## src/rtl/cv32e40px_apu_arbiter_pkg.sv

```systemverilog
// Shared APU widths and request payload type for the APU arbiter.
// Imported by the arbiter top and its ID FIFO.
package cv32e40px_apu_arbiter_pkg;

    localparam int unsigned APU_NARGS_CPU    = 3;
    localparam int unsigned APU_WOP_CPU      = 6;
    localparam int unsigned APU_NDSFLAGS_CPU = 15;
    localparam int unsigned APU_NUSFLAGS_CPU = 5;

    typedef struct packed {
        logic [APU_NARGS_CPU-1:0][31:0] operands;
        logic [APU_WOP_CPU-1:0]         op;
        logic [APU_NDSFLAGS_CPU-1:0]    flags;
    } apu_req_t;

endpackage

```

## src/rtl/cv32e40px_apu_arbiter_id_fifo.sv

```systemverilog
// In-order FIFO of requester IDs for outstanding APU operations.
// Ports: push_i/data_i write, pop_i/data_o read, full_o/empty_o/count_o status.
module cv32e40px_apu_id_fifo
    import cv32e40px_apu_arbiter_pkg::*;
#(
    parameter int unsigned DEPTH = 4,
    parameter int unsigned W     = 1
) (
    input  logic                   clk_i,
    input  logic                   rst_i,
    input  logic                   push_i,
    input  logic [W-1:0]           data_i,
    input  logic                   pop_i,
    output logic [W-1:0]           data_o,
    output logic                   full_o,
    output logic                   empty_o,
    output logic [$clog2(DEPTH):0] count_o
);

    localparam int unsigned AW = $clog2(DEPTH);

    logic [DEPTH-1:0][W-1:0] mem_q, mem_d;
    logic [AW-1:0]           wptr_q, wptr_d;
    logic [AW-1:0]           rptr_q, rptr_d;
    logic [AW:0]             cnt_q, cnt_d;
    logic                    do_push, do_pop;

    assign full_o  = (cnt_q == (AW+1)'(DEPTH));
    assign empty_o = (cnt_q == '0);
    assign count_o = cnt_q;
    assign data_o  = mem_q[rptr_q];

    always_comb begin
        do_push = push_i & ~full_o;
        do_pop  = pop_i & ~empty_o;
        mem_d   = mem_q;
        wptr_d  = wptr_q;
        rptr_d  = rptr_q;
        if (do_push) begin
            mem_d[wptr_q] = data_i;
            // DEPTH is a power of two, so pointers wrap naturally
            wptr_d = wptr_q + AW'(1);
        end
        if (do_pop) begin
            rptr_d = rptr_q + AW'(1);
        end
        cnt_d = cnt_q + (AW+1)'(do_push) - (AW+1)'(do_pop);
    end

    always_ff @(posedge clk_i) begin
        if (rst_i) begin
            mem_q  <= '0;
            wptr_q <= '0;
            rptr_q <= '0;
            cnt_q  <= '0;
        end else begin
            mem_q  <= mem_d;
            wptr_q <= wptr_d;
            rptr_q <= rptr_d;
            cnt_q  <= cnt_d;
        end
    end

endmodule

```

## src/rtl/cv32e40px_apu_arbiter.sv

```systemverilog
// Round-robin arbiter sharing one APU among NUM_CORES cores; routes
// results back in issue order. Ports: core_* per-core side, apu_* APU side,
// outstanding_o in-flight count, err_o sticky unexpected-result flag.
module cv32e40px_apu_arbiter
    import cv32e40px_apu_arbiter_pkg::*;
#(
    parameter int unsigned NUM_CORES  = 2,
    parameter int unsigned FIFO_DEPTH = 4,
    parameter int unsigned ID_W       = $clog2(NUM_CORES)
) (
    input  logic                                       clk_i,
    input  logic                                       rst_i,
    input  logic [NUM_CORES-1:0]                       core_req_i,
    output logic [NUM_CORES-1:0]                       core_gnt_o,
    input  logic [NUM_CORES-1:0][APU_NARGS_CPU-1:0][31:0] core_operands_i,
    input  logic [NUM_CORES-1:0][APU_WOP_CPU-1:0]      core_op_i,
    input  logic [NUM_CORES-1:0][APU_NDSFLAGS_CPU-1:0] core_flags_i,
    output logic [NUM_CORES-1:0]                       core_rvalid_o,
    output logic [31:0]                                core_result_o,
    output logic [APU_NUSFLAGS_CPU-1:0]                core_rflags_o,
    output logic                                       apu_req_o,
    input  logic                                       apu_gnt_i,
    output logic [APU_NARGS_CPU-1:0][31:0]             apu_operands_o,
    output logic [APU_WOP_CPU-1:0]                     apu_op_o,
    output logic [APU_NDSFLAGS_CPU-1:0]                apu_flags_o,
    input  logic                                       apu_rvalid_i,
    input  logic [31:0]                                apu_result_i,
    input  logic [APU_NUSFLAGS_CPU-1:0]                apu_rflags_i,
    output logic [$clog2(FIFO_DEPTH):0]                outstanding_o,
    output logic                                       err_o
);

    logic [ID_W-1:0] rr_ptr_q, rr_ptr_d;
    logic            lock_q, lock_d;
    logic [ID_W-1:0] locked_id_q, locked_id_d;
    logic            err_q, err_d;

    logic [ID_W-1:0] winner;
    logic [ID_W-1:0] head_id;
    logic            any_req, accept, pop;
    logic            fifo_full, fifo_empty;
    apu_req_t        sel_pl;

    // First requester found scanning upward from ptr, wrapping around
    function automatic logic [ID_W-1:0] rr_pick(
        input logic [NUM_CORES-1:0] req,
        input logic [ID_W-1:0]      ptr
    );
        logic [ID_W-1:0] id;
        logic            found;
        int unsigned     k;
        id    = ptr;
        found = 1'b0;
        for (int unsigned i = 0; i < NUM_CORES; i++) begin
            k = (int'(ptr) + i) % NUM_CORES;
            if (!found && req[k]) begin
                found = 1'b1;
                id    = ID_W'(k);
            end
        end
        return id;
    endfunction

    assign any_req = |core_req_i;
    assign winner  = lock_q ? locked_id_q : rr_pick(core_req_i, rr_ptr_q);

    assign apu_req_o = core_req_i[winner] & any_req & ~fifo_full;
    assign accept    = apu_req_o & apu_gnt_i;
    assign pop       = apu_rvalid_i & ~fifo_empty;

    always_comb begin
        sel_pl = '0;
        if (any_req) begin
            sel_pl.operands = core_operands_i[winner];
            sel_pl.op       = core_op_i[winner];
            sel_pl.flags    = core_flags_i[winner];
        end
    end

    assign apu_operands_o = sel_pl.operands;
    assign apu_op_o       = sel_pl.op;
    assign apu_flags_o    = sel_pl.flags;

    always_comb begin
        core_gnt_o    = '0;
        core_rvalid_o = '0;
        if (accept) core_gnt_o[winner] = 1'b1;
        if (pop)    core_rvalid_o[head_id] = 1'b1;
    end

    assign core_result_o = apu_result_i;
    assign core_rflags_o = apu_rflags_i;

    always_comb begin
        rr_ptr_d    = rr_ptr_q;
        lock_d      = lock_q;
        locked_id_d = locked_id_q;
        err_d       = err_q | (apu_rvalid_i & fifo_empty);
        if (accept) begin
            lock_d   = 1'b0;
            rr_ptr_d = (winner == ID_W'(NUM_CORES-1)) ? '0
                                                      : winner + ID_W'(1);
        end else if (apu_req_o) begin
            // Stalled by the APU: hold this core until it is accepted
            lock_d      = 1'b1;
            locked_id_d = winner;
        end else if (lock_q && !core_req_i[locked_id_q]) begin
            // Locked core withdrew its request; release the lock
            lock_d = 1'b0;
        end
    end

    always_ff @(posedge clk_i) begin
        if (rst_i) begin
            rr_ptr_q    <= '0;
            lock_q      <= 1'b0;
            locked_id_q <= '0;
            err_q       <= 1'b0;
        end else begin
            rr_ptr_q    <= rr_ptr_d;
            lock_q      <= lock_d;
            locked_id_q <= locked_id_d;
            err_q       <= err_d;
        end
    end

    assign err_o = err_q;

    cv32e40px_apu_id_fifo #(
        .DEPTH (FIFO_DEPTH),
        .W     (ID_W)
    ) u_id_fifo (
        .clk_i   (clk_i),
        .rst_i   (rst_i),
        .push_i  (accept),
        .data_i  (winner),
        .pop_i   (pop),
        .data_o  (head_id),
        .full_o  (fifo_full),
        .empty_o (fifo_empty),
        .count_o (outstanding_o)
    );

endmodule
```

## config.mk

```make
export PLATFORM = sky130hd
export DESIGN_NAME = cv32e40px_apu_arbiter
export DESIGN_NICKNAME = d
export VERILOG_FILES = /design/src/rtl/cv32e40px_apu_arbiter_pkg.sv /design/src/rtl/cv32e40px_apu_arbiter_id_fifo.sv /design/src/rtl/cv32e40px_apu_arbiter.sv
export SDC_FILE = /design/constraint.sdc
export NUM_CORES = 1
export LEC_CHECK = 0
export BUFFER_PORTS_ARGS = -buffer_cell sky130_fd_sc_hd__buf_4
export CORE_AREA = 2 2 173 175
export DETAILED_ROUTE_END_ITERATION = 16
export DIE_AREA = 0 0 175 177
export PLACE_DENSITY = 0.38
export SKIP_CTS_REPAIR_TIMING = 1
export SYNTH_ARGS = -nofsm -noshare
export SYNTH_HDL_FRONTEND = slang
export SYNTH_SLANG_ARGS = --single-unit
```

## constraint.sdc

```tcl
create_clock -name clk_i -period 2.7 [get_ports clk_i]
set_input_delay 0.54 -clock clk_i [delete_from_list [all_inputs] [get_ports clk_i]]
set_output_delay 0.54 -clock clk_i [all_outputs]
set_load 0.01 [all_outputs]
```

==> metrics.txt <==
diode count 0; CP Launch Type primary input; Detail Route met3 WL 1710 um; met2 routed WL 10,400 um; initial antenna violation count 0; RePlAce Congestion 0.735; DRC 0; hold path cells 2; CTS Buf Count 3; top-count cell post-synth a21oi_1; # Max-Cap Violations 0; relative slew slack 72.8%; Hold EP err_o; final instance area 6260 um^2; Pleak 2.94 nW; htree depth 1; Setup Skew 0.00222 ns; final hold vios 0; Avg Inst Size Synth 5.85 um^2; area occupied by multi-input gates 2280 um^2; Die ar. 31,000 um^2; WP data required 2.16 ns; count of cell types in the netlist 38; vias 5,159; area grow syn2layout 98.4%; Ports 440; hpwl dp 14,900 um; Post-synth top flop dfxtp_1; Worst Hold Class reg2reg; start point of the critical path core_req_i[0]; post-route ant nets 0; Remaining Overflow, GRT 0; die width 175 um; final net count 1,118; setup ws final 0.0974 ns; Synth top area share 19.2%; Top Metal Used met4; measured slew at the worst slew-check pin 0.408 ns; share of the yosys chip area belonging to registers 9.51%; Row Count 63; CTS tree done; DRT iter0 DRCs 247; CP max FO 29; CTS Buffer Depth 2; Pwr Density 416 nW/um^2; ys async rst share 0%; Die Y 177 um; DP Area 6110 um^2; Metal-1 WL 7290 um; Synth area leader a21oi_1; drt pass-1 iters 4; CTS clk-pin slew, worst paths 0.05 ns; reg-to-reg slack, setup 0.52 ns; first-pass GRT wire length 27,800 um; Reg2Reg Depth 9; Clock Latency Late Sink 0.24 ns; Period minus WS final 2.60 ns; Layout fillers 3,328; RSZ-0062 raised after global routing no; DR WL/cell 15.9 um; peak supply drop 0.227 mV; GRT Resource Usage Total 11.1%; part of the cycle the worst path needs 96.4%; Post-synth EDFFs 0; Num Clock Sinks 15; DP Worst Slack 0.00792 ns; Mapped Area 3160 um^2; Mapped Nets 824; vias per cell 4.22; sequential cell area 300 um^2; layout cells sized above 1 49.2%; Root Buffer clkbuf_16; largest net degree at the start of global routing 81; total power 2.61 mW; r2r endpoint u_id_fifo.count_o[2]; Yosys reg bits 15; fin util 21.4%; Cells after Synth 540; Area contributors post-synth a21oi_1 (19%), nand3_1 (19%), o21ai_0 (18%); Yosys Warn Count 0; worst min-delay path startpoint err_o; vias in the first global route 4,928; routed wire length 19,500 um; Slew Viols, Final 0; port bufs 365; R2R Path Start u_id_fifo.count_o[2]; Initial Utilization 10.8%; # setup viols final 0; CP endpoint kind output port; CP Class in2out; Worst EP arrival 2.06 ns; core area 29,200 um^2; Post-synth top cells a21oi_1 (121), nand3_1 (119), o21ai_0 (113); outcome finished clean; FMAX 384 MHz
-- registers in the layout (all words and copies together), names as in the netlist --
name               count
rr_ptr_q               1
err_o                  1
lock_q                 1
u_id_fifo.rptr_q       2
u_id_fifo.count_o      3
locked_id_q            1
u_id_fifo.wptr_q       2
u_id_fifo.mem_q        4
-- power breakdown --
part	leakage [nW]	total, mW	switching (mW)	internal (mW)
clock	0.0382	0.285	0.0853	0.200
combinational	2.78	1.98	0.954	1.03
sequential	0.123	0.342	0.0672	0.275
-- placed cells by master, fill, tap and decap left out, types with 6 or more instances in the layout --
| cell type | instances |
|---|---|
| ha_1 | 6 |
| nor2_1 | 6 |
| a21oi_1 | 120 |
| nand3_1 | 119 |
| inv_1 | 7 |
| buf_12 | 10 |
| dfxtp_1 | 15 |
| buf_4 | 381 |
| o21ai_0 | 113 |
-- logic make-up after synthesis --
| logic type | after synthesis | share of synthesized area, % |
|---|---|---|
| adders and majority gates | 7 | 3.01 |
| xor gates and xnor gates | 4 | 1.11 |
| DFF | 15 | 9.51 |
| and+or+nand+nor | 143 | 23.3 |
| muxes | 2 | 1.03 |
| buffers and inverters | 112 | 19.2 |
| AOI/OAI and AO/OA | 257 | 42.8 |
-- routing by layer --
layer	global-route usage [%]	vias up
li1	-	2507
met1	12.8	2364
met2	21.3	284
met3	2.62	4
met4	0.868	0
met5	0	-
-- final cells by class --
type,instances,share of cell area (%)
clock buffers,4,1.26
well taps,390,7.79
flip-flops and latches,15,4.80
multi-input cells,413,36.4
repair buffers,394,49.3
inverters,7,0.420
-- per-stage QoR --
stage	std cells	hold slack [ns]	TNS, ns
after floorplan	540	0.487	0
after global placement	1211	0.467	0
after detailed placement	1211	0.479	0
after CTS	1215	0.492	-0.00338
after global routing	1223	0.540	0
final	1223	0.490	0
-- critical path, cell delays in order --
cell      delay (ns)
buf_4           0.14
nand2b_1        0.20
a211oi_4        0.31
buf_6           0.20
buf_12          0.17
o21ai_0         0.09
a21oi_1         0.22
buf_4           0.16
-- how the worst max path moves through the flow --
stage,endpoint,depth (start not counted)
floorplan,apu_operands_o[78],6
global placement,apu_flags_o[7],8
detailed placement,apu_flags_o[7],8
CTS,apu_flags_o[7],8
global route,apu_flags_o[1],8
finish,apu_operands_o[87],8
Note: power is estimated with default switching activity, not from simulation.
